===== config.mk =====
export PLATFORM = sky130hd
export DESIGN_NAME = tblock_crc_framer
export DESIGN_NICKNAME = d
export VERILOG_FILES = /design/src/rtl/tx_pkg.sv /design/src/rtl/crc16_ccitt_byte.sv /design/src/rtl/tblock_crc_framer.sv
export SDC_FILE = /design/constraint.sdc
export NUM_CORES = 1
export LEC_CHECK = 0
export ABC_AREA = 0
export CORE_UTILIZATION = 44
export CTS_BUF_LIST = sky130_fd_sc_hd__clkbuf_4 sky130_fd_sc_hd__clkbuf_8
export DETAILED_ROUTE_END_ITERATION = 6
export DONT_BUFFER_PORTS = 1
export PLACE_DENSITY = 0.55
export SETUP_SLACK_MARGIN = 0.3
export SLEW_MARGIN = 20
export SYNTH_ARGS = -nofsm -noshare
export SYNTH_HDL_FRONTEND = slang
export SYNTH_SLANG_ARGS = --single-unit

===== constraint.sdc =====
create_clock -name clk -period 4.1 [get_ports clk]
set_input_delay 0.82 -clock clk [delete_from_list [all_inputs] [get_ports clk]]
set_output_delay 0.82 -clock clk [all_outputs]
set_load 0.05 [all_outputs]

===== src/rtl/tx_pkg.sv =====
// Shared Tx framing types and constants used by the framer and the Rx checker.
package tx_pkg;

    typedef enum logic [1:0] {
        HDR,
        PAY,
        CRC
    } frm_state_t;

    localparam logic [15:0] CRC16_POLY = 16'h1021;
    localparam int          HDR_LEN    = 3;
    localparam int          CRC_LEN    = 2;

endpackage


===== src/rtl/crc16_ccitt_byte.sv =====
// One-byte CRC-16-CCITT step (poly 0x1021, MSB first, no reflection), purely combinational.
module crc16_ccitt_byte
    import tx_pkg::*;
(
    input  logic [15:0] crc_in,
    input  logic [7:0]  data,
    output logic [15:0] crc_out
);

    always_comb begin
        logic [15:0] c;
        c = crc_in ^ {data, 8'h00};
        for (int i = 0; i < 8; i++) begin
            c = c[15] ? ((c << 1) ^ CRC16_POLY) : (c << 1);
        end
        crc_out = c;
    end

endmodule


===== src/rtl/tblock_crc_framer.sv =====
// Wraps each shaper transport block as sync(2) + seq(1) + payload + CRC-16(2).
// Payload passes through with zero latency; header/CRC bytes are held under backpressure.
module tblock_crc_framer
    import tx_pkg::*;
#(
    parameter int          size_tblck = 480,
    parameter logic [15:0] sync_word  = 16'hA5C3,
    parameter logic [15:0] crc_init   = 16'hFFFF
) (
    input  logic       clk,
    input  logic       rst,
    input  logic       ival,
    input  logic [7:0] idata,
    input  logic       ireq,
    output logic       oval,
    output logic [7:0] odata,
    output logic       oreq,
    output logic       osop,
    output logic       oeop
);

    localparam int                CNT_W    = $clog2(size_tblck);
    localparam logic [CNT_W-1:0]  CNT_LAST = CNT_W'(size_tblck - 1);
    localparam logic [1:0]        HDR_LAST = 2'(HDR_LEN - 1);
    localparam logic              CRC_LAST = 1'(CRC_LEN - 1);

    frm_state_t        state_q, state_d;
    logic [1:0]        hdr_idx_q, hdr_idx_d;
    logic              crc_idx_q, crc_idx_d;
    logic [7:0]        seq_q, seq_d;
    logic [15:0]       crc_q, crc_d;
    logic [CNT_W-1:0]  cnt_pay_q, cnt_pay_d;
    logic [15:0]       crc_upd;

    crc16_ccitt_byte u_crc (
        .crc_in  (crc_q),
        .data    (idata),
        .crc_out (crc_upd)
    );

    always_ff @(posedge clk) begin
        if (rst) begin
            state_q   <= HDR;
            hdr_idx_q <= 2'd0;
            crc_idx_q <= 1'b0;
            seq_q     <= 8'd0;
            crc_q     <= crc_init;
            cnt_pay_q <= '0;
        end else begin
            state_q   <= state_d;
            hdr_idx_q <= hdr_idx_d;
            crc_idx_q <= crc_idx_d;
            seq_q     <= seq_d;
            crc_q     <= crc_d;
            cnt_pay_q <= cnt_pay_d;
        end
    end

    always_comb begin
        state_d   = state_q;
        hdr_idx_d = hdr_idx_q;
        crc_idx_d = crc_idx_q;
        seq_d     = seq_q;
        crc_d     = crc_q;
        cnt_pay_d = cnt_pay_q;
        oval      = 1'b0;
        odata     = 8'h00;
        oreq      = 1'b0;
        osop      = 1'b0;
        oeop      = 1'b0;

        // Outputs are forced low during reset regardless of registered state.
        if (!rst) begin
            unique case (state_q)
                HDR: begin
                    oval = 1'b1;
                    osop = (hdr_idx_q == 2'd0);
                    case (hdr_idx_q)
                        2'd0:    odata = sync_word[15:8];
                        2'd1:    odata = sync_word[7:0];
                        default: odata = seq_q;
                    endcase
                    if (ireq) begin
                        if (hdr_idx_q == HDR_LAST) begin
                            state_d   = PAY;
                            cnt_pay_d = '0;
                            crc_d     = crc_init;
                        end else begin
                            hdr_idx_d = hdr_idx_q + 2'd1;
                        end
                    end
                end
                PAY: begin
                    oreq  = ireq;
                    oval  = ival;
                    odata = idata;
                    if (ireq && ival) begin
                        crc_d     = crc_upd;
                        cnt_pay_d = cnt_pay_q + 1'b1;
                        if (cnt_pay_q == CNT_LAST) begin
                            state_d   = CRC;
                            crc_idx_d = 1'b0;
                        end
                    end
                end
                CRC: begin
                    oval  = 1'b1;
                    odata = crc_idx_q ? crc_q[7:0] : crc_q[15:8];
                    oeop  = (crc_idx_q == CRC_LAST);
                    if (ireq) begin
                        if (crc_idx_q == CRC_LAST) begin
                            state_d   = HDR;
                            hdr_idx_d = 2'd0;
                            seq_d     = seq_q + 8'd1;
                        end else begin
                            crc_idx_d = 1'b1;
                        end
                    end
                end
                default: state_d = HDR;
            endcase
        end
    end

endmodule


==> results list <==
- The number of gates resized after CTS was 0.
- Of the total power, registers draw 41.8%.
- Grt ovf: 0
- Input and output buffers added on the ports amount to 0.
* Worst Hold End: cnt_pay_q[1]
- Worst-Margin Slew: 0.978 ns
- Fraction of layout cells with a size suffix above 1: 7.78%
* Warning count from the yosys run: 0
* Number of setup buffers added after CTS: 0
- The internal power of the cells totals 666 µW.
* Setup repair after global routing missed its margin: no
- The flow ran to the end, and the final reports show no timing, DRC or antenna violations.
- Tightest Hold Check Type: reg -> reg
- Kind of end point of the critical path: output port
- At the end of routability-driven placement, the weighted congestion stood at 0.770.
- Overall via count from detail_route: 1791
- Worst Path Required: 3.28 ns
- For this run, asynchronously set or reset flops after synthesis account for 0%.
- The pre-antenna-repair detailed-routing pass consisted of 4 iterations.
- Maximum number of pins on one net before global-route repair: 38
- Synth Net Count: 271
- The H-tree generated during clock tree synthesis spans 2 levels.
- Cell count of the worst reg-to-reg path: 4
- Gate count after technology mapping: 254
- WP buf/inv: 1
* Critical register-to-register path endpoint: crc_q[7]
* Category of the worst setup path launch point: flop
* Type of the worst setup path: reg -> out
- The worst register-to-register path has a setup slack of 1.79 ns.
- Count of flip-flops with a built-in enable after synthesis: 0
- The analysis attributes to cell leakage a power of 0.793 nW.
* Fraction of power consumed by combinational cells: 15.2%
* Portion of the clock cycle consumed by the worst path in the final layout: 77.2%
- Post-synthesis share of cell area spent on full adders, half adders and majority gates: 2.90%
* Post-Syn Area per Cell: 8.48 µm²
- Core box area: 4720 µm²
- Max-cap check violation count: 0
* Total routing resource utilization after global routing: 20.9%
* Clock slew at the register clock pins of the worst setup and hold paths: 0.09 ns
* Vias in the first global route: 1626
- Count of pins on the block boundary: 24
- Worst slew margin: 34.6%
- Worst VDD drop: 0.260 mV
- Die outline width: 72.0 µm
- After detailed routing, the number of remaining DRC violations is 0.
- Clock tree sinks: 38
- The startpoint identified for the worst hold timing path is cnt_pay_q[1].
- Post-route design area: 2380 µm²
* Total of flip-flops plus latches after synthesis: 38
- The worst register-to-register path begins at state_q[0].
- Register area share after synthesis: 35.3%
- Mux share of post-synthesis cell area: 2.96%
- Area growth from synthesis to layout: 10.5%
- Post-detailed-placement half-perimeter wirelength: 3.68 mm
- Worst hold path stage count: 2
- In this design, the stage delay of the slowest critical-path cell is 0.66 ns.
- The floorplan has 25 rows.
* Net switching share of the total power: 26.8%
* Highest fanout seen on the critical path: 8
- The initial antenna violation count was 0.
- After clock tree synthesis, the flow added hold-fix buffers numbering 0.
- Final ANT Viol Nets: 0
- Diode count: 0
- Clock tree from TritonCTS: yes
- Summing the areas of all and, or, nand and nor instances in the mapped netlist gives 23.8% of the synthesized area.
- In the synthesized netlist the dominant register cell turns out to be sky130_fd_sc_hd__dfxtp_1.
- After detailed routing, the average wire length per cell comes to 15.9 µm.
- After synthesis the cells add up to 2150 µm².
* Part of the total power dissipated in the clock network: 43.0%
- In this run the cell area measured after placement is 2240 µm².
* Height of the die: 72.0 µm
- Combinational family with the most area after synthesis: simple AND/OR/NAND/NOR gates
- Full die area: 5180 µm²
- The routed design could run at a clock period as short as 3.16 ns.
- After detailed routing, the number of vias per cell comes to 5.53.
* Worst hold slack: 0.474 ns
- After the last flow step, the layout net total stands at 273.
- The number of hold violations in the final report is 0.
- In this run the worst setup path begins at hdr_idx_q[1].
- Library cells used by synthesis: 45
* Total routed wirelength: 5.15 mm
- In the final timing run, aggregate negative setup slack is 0 ns.
- Count of final setup violators: 0
- In this run, the number of DRC markers left after iteration 0 of detailed routing was 113.
- Number of CTS-inserted buffers: 5
* Starting density of the core: 45.6%
* Pwr dens: 382 nW/µm²
- The max-slew violation count came to 0.
- Derived from the worst setup path, the maximum achievable clock frequency is 316 MHz.
* Arr. time, crit path: 2.34 ns
* Bufs on Longest Clock Path: 2
- Wire length of the first global-routing pass: 8.31 mm
* Area fraction in compound gates after synthesis: 16.4%
* Family with the most delay on the worst path: simple AND/OR/NAND/NOR gates
- The critical path goes through inv_1 > ha_1 > nor4b_1 > a21oi_1 > o22a_1 > nor2_1.
- Root buffer selected by CTS: sky130_fd_sc_hd__clkbuf_8
* Final worst clock skew: 0.0123 ns
* Clock latency on the worst-skew pair: 0.29 ns
* Net switching component of the power: 244 µW
- On the critical path, the stage with the largest delay is an instance of sky130_fd_sc_hd__nor2_1.
* Xor/xnor share of the synthesized area: 15.0%
==> state kept, by name (all words and copies together) (netlist names) <==
signal and cells:
hdr_idx_q 2, seq_q 8, cnt_pay_q 9, crc_idx_q 1, state_q 2, crc_q 16
==> placed cells by master (no fill, tap or decap), drive strengths merged, types with 2 or more instances in the layout <==
cell type,count
o22ai,6
and3,2
nand2,10
o31ai,3
nand4,4
clkbuf,5
nor4b,3
bufinv,2
ha,5
buf,8
o21bai,2
nand4b,2
a22oi,5
a21boi,2
nor4,4
xor2,15
nand2b,13
xnor2,22
inv,4
o22a,2
nor3,10
mux2i,6
o32a,4
a21oi,20
dfxtp,38
and2,2
a31oi,2
nor2,31
nand3,8
nor2b,4
==> layer usage <==
metal  vias to the layer above  part of all wire [%]  global-route usage [%]
met5                         -                     0                       0
met4                         0                  0.45                    4.58
met3                         2                   4.3                    4.58
met2                        30                    45                    30.8
met1                       847                    50                    31.4
li1                        912                     -                       -
==> cell type report <==
type / count / area, µm²
inverter: 4 / 15.0
fill: 479 / 2340
tap: 67 / 83.8
multi-input combinational: 199 / 1320
sequential: 38 / 761
timing repair buffer: 8 / 60.1
clock inverter: 3 / 68.8
clock buffer: 5 / 68.8
==> Yosys cell counts, types with 2 or more instances <==
| cell | number | share of area [%] |
|---|---|---|
| sky130_fd_sc_hd__nor2_1 | 30 | 5.2 |
| sky130_fd_sc_hd__xor2_1 | 15 | 6.1 |
| sky130_fd_sc_hd__dfxtp_1 | 38 | 35 |
| sky130_fd_sc_hd__nor4_1 | 4 | 1.2 |
| sky130_fd_sc_hd__clkbuf_1 | 9 | 1.6 |
| sky130_fd_sc_hd__mux2i_1 | 5 | 2.3 |
| sky130_fd_sc_hd__nor3_1 | 10 | 2.3 |
| sky130_fd_sc_hd__ha_1 | 5 | 2.9 |
| sky130_fd_sc_hd__nor2b_1 | 4 | 1.2 |
| sky130_fd_sc_hd__o22ai_1 | 6 | 1.7 |
| sky130_fd_sc_hd__a21boi_0 | 2 | 0.70 |
| sky130_fd_sc_hd__nand4_1 | 4 | 1.2 |
| sky130_fd_sc_hd__nand4b_1 | 2 | 0.81 |
| sky130_fd_sc_hd__a21oi_1 | 20 | 4.6 |
| sky130_fd_sc_hd__nand2b_1 | 13 | 3.8 |
| sky130_fd_sc_hd__a31oi_1 | 2 | 0.58 |
| sky130_fd_sc_hd__buf_2 | 2 | 0.46 |
| sky130_fd_sc_hd__nand3_1 | 8 | 1.9 |
| sky130_fd_sc_hd__a22oi_1 | 5 | 1.7 |
| sky130_fd_sc_hd__and3_1 | 2 | 0.58 |
| sky130_fd_sc_hd__o21bai_1 | 2 | 0.70 |
| sky130_fd_sc_hd__nor4b_1 | 3 | 1.2 |
| sky130_fd_sc_hd__o32a_1 | 4 | 1.9 |
| sky130_fd_sc_hd__xnor2_1 | 22 | 8.9 |
| sky130_fd_sc_hd__nand2_1 | 10 | 1.7 |
| sky130_fd_sc_hd__o31ai_1 | 3 | 1.0 |
| sky130_fd_sc_hd__inv_1 | 4 | 0.70 |
| sky130_fd_sc_hd__o22a_1 | 2 | 0.81 |
| sky130_fd_sc_hd__and2_1 | 2 | 0.58 |
==> through the flow <==
step	power, mW	worst slack [ns]	util (%)	instances
after floorplan	0.502	0.454	-	254
after global placement	0.526	1.32	47.5	316
after detailed placement	0.526	1.26	47.5	316
after CTS	0.913	0.929	50.4	324
after global routing	0.941	0.712	50.4	324
final	0.910	0.936	50.4	324
==> power groups by stage <==
stage          combinational, mW  clock (mW)  sequential (mW)
2_1_floorplan              0.117           0            0.385
3_3_place_gp               0.138           0            0.388
3_5_place_dp               0.137           0            0.388
4_1_cts                    0.138       0.395            0.380
5_1_grt                    0.149       0.411            0.381
6_report                   0.139       0.391            0.380
==> worst max path at each step <==
stage / to / slack [ns] / depth (start not counted)
global placement: odata[4] / 1.32 / 6
detailed placement: odata[4] / 1.26 / 6
floorplan: osop / 0.45 / 3
global route: odata[4] / 0.71 / 6
CTS: odata[4] / 0.93 / 6
finish: odata[4] / 0.94 / 6
==> worst register-to-register path, cell delays in order (launching register included) <==
cell,delay [ns]
sky130_fd_sc_hd__dfxtp_1,0.72
sky130_fd_sc_hd__nand2b_1,0.19
sky130_fd_sc_hd__nor2_1,0.79
sky130_fd_sc_hd__nand2_1,0.28
sky130_fd_sc_hd__o32a_1,0.23
==> kinds of logic (layout without fill, tap and decap cells) <==
family / after synthesis / in the layout
AO/OA/AOI/OAI: 53 / 53
XOR/XNOR: 37 / 37
adder cells (fa/ha/maj): 5 / 5
buffers and inverters: 17 / 20
flip-flops: 38 / 38
multiplexers: 6 / 6
AND/OR/NAND/NOR: 98 / 98
(Power assumes the default switching activity.)
